## src/rtl/ua_receiver.sv

```systemverilog
// ua_receiver: oversampled UART receive stage.
// The line is synchronised first. A start bit is validated at its centre,
// then 8 data bits are shifted in LSB first and the stop bit is checked.
// A good byte is presented on dout_byte with a one-clock dout_rdy strobe.
// A low stop bit gives a one-clock frame_err strobe, and the FSM then waits
// in BREAK until the line returns high.
module ua_receiver #(
  parameter int unsigned OVERSAMPLE = 16
) (
  input  logic       clk,
  input  logic       rst,
  input  logic       enable,
  input  logic       ser_in,
  output logic [7:0] dout_byte,
  output logic       dout_rdy,
  output logic       frame_err,
  output logic       busy
);

  localparam int unsigned TW = $clog2(OVERSAMPLE);

  // Tick counts at which the start bit (half period) and each later bit
  // (full period) are sampled, measured from the previous decision point.
  localparam logic [TW-1:0] TICK_HALF = TW'(OVERSAMPLE / 2 - 1);
  localparam logic [TW-1:0] TICK_LAST = TW'(OVERSAMPLE - 1);

  localparam logic [2:0] S_IDLE  = 3'd0;
  localparam logic [2:0] S_START = 3'd1;
  localparam logic [2:0] S_DATA  = 3'd2;
  localparam logic [2:0] S_STOP  = 3'd3;
  localparam logic [2:0] S_BREAK = 3'd4;

  logic          sync1;
  logic          rx;
  logic [2:0]    state;
  logic [TW-1:0] tick_cnt;
  logic [2:0]    bit_cnt;
  logic [7:0]    shreg;

  // Two-flop synchroniser; both flops reset to the idle (high) line level.
  always_ff @(posedge clk or posedge rst) begin
    if (rst) begin
      sync1 <= 1'b1;
      rx    <= 1'b1;
    end else begin
      sync1 <= ser_in;
      rx    <= sync1;
    end
  end

  // Receive FSM, counters, shift register and output strobes.
  // The strobes default low every clock, so each one lasts exactly one clk
  // even when enable is held high for several clocks.
  always_ff @(posedge clk or posedge rst) begin
    if (rst) begin
      state     <= S_IDLE;
      tick_cnt  <= '0;
      bit_cnt   <= '0;
      shreg     <= '0;
      dout_byte <= '0;
      dout_rdy  <= 1'b0;
      frame_err <= 1'b0;
    end else begin
      dout_rdy  <= 1'b0;
      frame_err <= 1'b0;
      if (enable) begin
        case (state)
          S_IDLE: begin
            if (!rx) begin
              state    <= S_START;
              tick_cnt <= '0;
            end
          end

          S_START: begin
            if (tick_cnt == TICK_HALF) begin
              tick_cnt <= '0;
              if (!rx) begin
                state   <= S_DATA;
                bit_cnt <= '0;
              end else begin
                // Line went high again before the bit centre: false start.
                state <= S_IDLE;
              end
            end else begin
              tick_cnt <= tick_cnt + TW'(1);
            end
          end

          S_DATA: begin
            if (tick_cnt == TICK_LAST) begin
              tick_cnt <= '0;
              shreg    <= {rx, shreg[7:1]};
              if (bit_cnt == 3'd7) begin
                state <= S_STOP;
              end else begin
                bit_cnt <= bit_cnt + 3'd1;
              end
            end else begin
              tick_cnt <= tick_cnt + TW'(1);
            end
          end

          S_STOP: begin
            if (tick_cnt == TICK_LAST) begin
              tick_cnt <= '0;
              if (rx) begin
                dout_byte <= shreg;
                dout_rdy  <= 1'b1;
                state     <= S_IDLE;
              end else begin
                frame_err <= 1'b1;
                state     <= S_BREAK;
              end
            end else begin
              tick_cnt <= tick_cnt + TW'(1);
            end
          end

          S_BREAK: begin
            // A held-low line stays here, so it can never look like a new
            // start bit.
            if (rx) begin
              state <= S_IDLE;
            end
          end

          default: begin
            state    <= S_IDLE;
            tick_cnt <= '0;
          end
        endcase
      end
    end
  end

  // Busy whenever a frame or break is in progress.
  always_comb begin
    busy = (state != S_IDLE);
  end

endmodule

```

## config.mk

```make
export PLATFORM = sky130hd
export DESIGN_NAME = ua_receiver
export DESIGN_NICKNAME = d
export VERILOG_FILES = /design/src/rtl/ua_receiver.sv
export SDC_FILE = /design/constraint.sdc
export NUM_CORES = 1
export LEC_CHECK = 0
export CORE_ASPECT_RATIO = 0.8
export CORE_MARGIN = 2
export CORE_UTILIZATION = 30
export CTS_BUF_LIST = sky130_fd_sc_hd__clkbuf_2 sky130_fd_sc_hd__clkbuf_4 sky130_fd_sc_hd__clkbuf_8
export DETAILED_ROUTE_END_ITERATION = 16
export SETUP_SLACK_MARGIN = 0.4
export SKIP_CTS_REPAIR_TIMING = 1
export SLEW_MARGIN = 15
export SYNTH_ARGS = -nofsm -noshare
export SYNTH_HDL_FRONTEND = slang
export SYNTH_SLANG_ARGS = --single-unit
```

## constraint.sdc

```tcl
create_clock -name clk -period 1.6 [get_ports clk]
set_clock_uncertainty 0.1 [all_clocks]
set_input_delay 0.48 -clock clk [delete_from_list [all_inputs] [get_ports clk]]
set_output_delay 0.48 -clock clk [all_outputs]
set_load 0.05 [all_outputs]
```

==> qor.csv, run 1 <==
metric,value,unit
status,"complete, but fails checks",
violations,setup timing,
ys_seq_area_share,54.4,%
power_frac_clock,22.6,%
grt_pass1_vias,951,
cts_tree,yes,
die_h,64.8,µm
cp_cell_sequence,or3_4 > buf_8,
end_kind,output port,
dp_hpwl,1.99,mm
power_frac_seq,35.0,%
fin_crit_sh,115,%
grt_overflow_total,0,
rows,22,
die_w,80.0,µm
rsz0062_at_grt,yes,
drv_cap,0,
start_kind,register,
finalHoldViolations,0,
internal_power,0.00187,W
drive_above_1_share,60.1,%
grt_max_degree,31,
synth-edff-count,0,
worst-path-buf-inv,1,
ys_warn_count,0,
cp_max_fo,4,
synth_flop_cell,dfrtp_1,
worst_slack,-247,ps
regArea,756,µm²
cp_data_required_time,1020,ps
crit_family,flip-flops,
crit_arrival,1270,ps
slew_violations,0,
first_iter_violations,51,
syn_inst,115,
avgViaCountPerCell,4.60,
die-area,5180,µm²
grtUsageTotal,12.2,%
cts_buffers,5,
gp_congestion,0.778,
initial_core_util,30.7,%
syn_area,1390,µm²
async_flop_share,100,%
dr.pass1.iters,4,
fin_cells,223,
rrSetupSlack,-90,ps
layout.nets,169,
place_inst,204,
core_area,4510,µm²
ios,15,
power_switching_share,34.0,%
root_buffer,clkbuf_8,
tightest_slew,291,ps
routed_wl,3.11,mm
net-switching-power,0.000964,W
wire_per_inst,13.9,µm
yosys.cell_types.count,33,
antenna_found_initial,0,
syn_to_final_growth,62.1,%
htree_levels,2,
pwr-share-comb,42.5,%
clkTransAtPathRegs,60,ps
clockBufferDepth,2,
insertion_delay,290,ps
fmax,0.542,GHz
ir_worst_vdd,0.606,mV
synth_seq_cells,30,
tns,-733,ps
period_needed,1850,ps
cts_num_sinks,30,
pre_cts_ws,-497,ps
p_per_area,1260,nW/µm²
hold_class,register to register,
route.detailed.drc,0,
nFillCells,418,
slowest_stage,dfrtp_2,
path_class,register to output port,
io_buffer_count,14,
max_stage_delay,440,ps
vias,1026,
syn-num-nets,122,
multiInputGateArea,811,µm²
worst_hold_slack,259,ps
ant_nets,0,
finish.utilization,49.7,%
power_leakage,1.02,nW
max_slew_margin,80.5,%
grt_pass1_wl,4.65,mm
setup_viol,20,
diodes,0,
avgSynthCellArea,12.0,µm²
==> through the flow <==
step | instance area [µm²] | power, W
4_1_cts | 2010 | 0.00250
5_1_grt | 2240 | 0.00301
3_5_place_dp | 1920 | 0.00185
2_1_floorplan | 1480 | 0.00150
3_3_place_gp | 1920 | 0.00180
6_report | 2240 | 0.00283
==> cell usage after synthesis (2+ instances only) <==
library cell	n	area, µm²
nor2_1	8	30.0
a22o_1	3	26.3
inv_1	5	18.8
nand3_1	2	10.0
nand2b_1	2	12.5
nor3b_1	2	15.0
nor3_1	2	10.0
mux2i_1	3	30.0
nand2_1	9	33.8
dfstp_2	2	52.6
o21ai_0	7	35.0
and2_1	2	12.5
mux2_2	16	180
o31ai_1	2	15.0
a31oi_1	2	12.5
buf_2	2	10.0
ha_1	3	37.5
dfrtp_1	28	701
==> metal layers <==
metal | vias to the layer above | wire [µm] | GRT usage, % | share of wire (%)
li1 | 492 | - | - | -
met1 | 506 | 1400 | 16.4 | 45
met2 | 21 | 1510 | 17.1 | 48
met3 | 7 | 121 | 3.62 | 3.9
met4 | 0 | 80 | 7.63 | 2.6
met5 | - | 0 | 0 | 0
==> cell usage in the layout (no fill, tap or decap), types with 4 or more instances in the layout <==
cell and count:
nand2_1 8, buf_12 11, dfrtp_1 26, buf_4 26
o21ai_1 4, mux2_4 17, clkbuf_8 6, nor2_4 4
nor2_1 4, inv_1 4
==> power by group through the flow <==
stage	registers (W)	clock network, W	logic (W)
3_3_place_gp	0.000973	0	0.000826
6_report	0.000991	0.000639	0.00120
3_5_place_dp	0.000979	0	0.000874
4_1_cts	0.000968	0.000659	0.000876
2_1_floorplan	0.000974	0	0.000526
5_1_grt	0.00100	0.000703	0.00130
==> cell families after synthesis <==
family	synth area share (%)
AND/OR/NAND/NOR	15.7
AO/OA/AOI/OAI	7.14
multiplexers	16.0
adder cells (fa/ha/maj)	2.71
flip-flops	54.4
XOR/XNOR	0.632
buffers and inverters	3.43
==> sequential cells by signal, indices dropped and copies added, names as in the netlist <==
signal and count:
dout_byte 8, shreg 8, tick_cnt 4, bit_cnt 3, state 3, dout_rdy 1, frame_err 1, rx 1
sync1 1
==> path summary, 6_finish.rpt <==
| path | startpoint | end | cells after the start |
|---|---|---|---|
| min reg2reg | sync1$_DFF_PP1_ | rx$_DFF_PP1_ | 0 |
| max | state[2]$_DFFE_PP0P_ | busy | 2 |
| min in group asynchronous | rst | shreg[0]$_DFFE_PP0P_ | 3 |
| min | sync1$_DFF_PP1_ | rx$_DFF_PP1_ | 0 |
| max in group asynchronous | rst | rx$_DFF_PP1_ | 3 |
| max reg2reg | bit_cnt[1]$_DFFE_PP0P_ | bit_cnt[0]$_DFFE_PP0P_ | 6 |
==> cell type report <==
cell class                      count  share of cell area [%]
Multi-Input combinational cell     77                    36.1
Sequential cell                    30                    33.7
Timing Repair Buffer               43                    21.6
Clock buffer                        6                    3.68
Tap cell                           60                    3.34
Inverter                            5                    1.00
Clock inverter                      2                   0.557
No activity file was read; power rests on OpenSTA's default activity.
==> run 2: changes to the inputs <==
--- a/config.mk
+++ b/config.mk
@@ -5,11 +5,14 @@
 export SDC_FILE = /design/constraint.sdc
 export NUM_CORES = 1
 export LEC_CHECK = 0
+export CELL_PAD_IN_SITES_DETAIL_PLACEMENT = 1
+export CELL_PAD_IN_SITES_GLOBAL_PLACEMENT = 1
 export CORE_ASPECT_RATIO = 0.8
 export CORE_MARGIN = 2
 export CORE_UTILIZATION = 30
-export CTS_BUF_LIST = sky130_fd_sc_hd__clkbuf_2 sky130_fd_sc_hd__clkbuf_4 sky130_fd_sc_hd__clkbuf_8
 export DETAILED_ROUTE_END_ITERATION = 16
+export HOLD_SLACK_MARGIN = 0.03
+export PLACE_DENSITY_LB_ADDON = 0.1
 export SETUP_SLACK_MARGIN = 0.4
 export SKIP_CTS_REPAIR_TIMING = 1
 export SLEW_MARGIN = 15
==> run 2 against run 1 <==
The run still ends with setup timing left. Routed wire length rose by 5.2%. Sequential power fell by 2.9%. Critical path depth stayed put. Die area did not move. Final cell count is 0.45% lower. Global-route usage increased by 1.5 points. Clock-buffer cell count up 1. Combinational power fell by 11%. Register-to-register slack about the same. Non-clock buffer count shrank 1. Clock power is 3% lower. Critical path type unchanged.
==> qor.csv, run 2 (same netlist as run 1, synthesis figures left out) <==
metric,value,unit
crit_family,flip-flops,
avgViaCountPerCell,4.73,
die_w,80.0,µm
cp_max_fo,3,
rsz0062_at_grt,yes,
grt_overflow_total,0,
rows,22,
internal_power,0.00176,W
cp_data_required_time,1020,ps
power,0.00266,W
violations,setup timing,
power_frac_clock,23.3,%
tightest_slew,283,ps
period_needed,1810,ps
regArea,754,µm²
htree_levels,2,
layout_commonest_cell,dfrtp_1,
drive_above_1_share,56.2,%
antenna_found_initial,0,
cts_tree,yes,
worst_slack,-208,ps
cp_cell_sequence,or3_4 > buf_6,
fmax,0.553,GHz
worst-path-buf-inv,1,
ant_nets,0,
cts_buffers,5,
initial_core_util,30.7,%
routed_wl,3.27,mm
rrSetupSlack,-80,ps
diodes,0,
net-switching-power,0.000898,W
vias,1049,
pwr-share-comb,40.4,%
start_kind,register,
path_class,register to output port,
route.detailed.drc,0,
dr.pass1.iters,3,
clkTransAtPathRegs,60,ps
grt_max_degree,13,
fin_cells,222,
setup_viol,20,
drv_cap,0,
status,"complete, but fails checks",
grt_pass1_wl,5.32,mm
slowest_stage,dfrtp_2,
p_per_area,1220,nW/µm²
ir_worst_vdd,0.628,mV
ios,15,
tns,-984,ps
power_frac_seq,36.2,%
finalHoldViolations,0,
top_regs,"dout_byte: 8 flops, shreg: 8 flops, tick_cnt: 4 flops",
gp_congestion,0.806,
die-area,5180,µm²
max_stage_delay,410,ps
insertion_delay,270,ps
fin_crit_sh,113,%
power_switching_share,33.8,%
place_inst,206,
nFillCells,476,
slew_violations,0,
clockBufferDepth,2,
cts_num_sinks,30,
layout.nets,168,
first_iter_violations,49,
syn_to_final_growth,57.3,%
wire_per_inst,14.7,µm
power_leakage,0.996,nW
crit_arrival,1230,ps
multiInputGateArea,773,µm²
core_area,4510,µm²
die_h,64.8,µm
io_buffer_count,14,
end_kind,output port,
grtUsageTotal,13.7,%
max_slew_margin,81.1,%
hold_class,register to register,
dp_hpwl,2.34,mm
root_buffer,clkbuf_8,
most-common-layout-cells,"dfrtp_1, buf_4, mux2_4, buf_12, nand2_1",
pre_cts_ws,-505,ps
grt_pass1_vias,1108,
[run 2: cell types whose count changed in the layout (fill, tap and decap cells not counted), moves of 2 or more]
cell	change
ha_4	-2
o21ai_0	+3
ha_2	+2
o21ai_2	-2
[run 2: per-stage QoR]
| stage | instance area [µm²] | util (%) | hold WS [ps] |
|---|---|---|---|
| 2_1_floorplan | 1480 | - | 245 |
| 3_3_place_gp | 1920 | 42.5 | 247 |
| 3_5_place_dp | 1920 | 42.5 | 248 |
| 4_1_cts | 2010 | 44.5 | 257 |
| 5_1_grt | 2180 | 48.3 | 265 |
| 6_report | 2180 | 48.3 | 257 |
[run 2: layout make-up]
type | count | share of cell area [%]
well taps | 60 | 3.45
clock inverters | 1 | 0.230
inverters | 5 | 1.03
repair buffers | 42 | 21.2
flip-flops and latches | 30 | 34.6
clock buffers | 7 | 3.96
multi-input cells | 77 | 35.5
[run 2: power by group through the flow]
stage | Clock, W | Sequential [W] | Combinational (W)
2_1_floorplan | 0 | 0.000974 | 0.000526
3_3_place_gp | 0 | 0.000971 | 0.000841
3_5_place_dp | 0 | 0.000976 | 0.000877
4_1_cts | 0.000649 | 0.000964 | 0.000880
5_1_grt | 0.000689 | 0.000979 | 0.00119
6_report | 0.000620 | 0.000962 | 0.00107
[run 2: metal layers]
layer  GRT usage, %  routed length [µm]  vias up
li1               -                   -      493
met1           18.5                1560      542
met2           20.8                1590       10
met3           4.32                  87        4
met4           4.45                  29        0
met5              0                   0        -
[run 2: path summary, 6_finish.rpt]
| kind | end | start | cells after the start |
|---|---|---|---|
| worst max-delay path | busy | state[2]$_DFFE_PP0P_ | 2 |
| worst min-delay path | rx$_DFF_PP1_ | sync1$_DFF_PP1_ | 0 |
| worst max register to register | bit_cnt[0]$_DFFE_PP0P_ | bit_cnt[1]$_DFFE_PP0P_ | 6 |
| worst min register to register | rx$_DFF_PP1_ | sync1$_DFF_PP1_ | 0 |
| max in group asynchronous | shreg[2]$_DFFE_PP0P_ | rst | 3 |
| min in group asynchronous | state[0]$_DFFE_PP0P_ | rst | 2 |
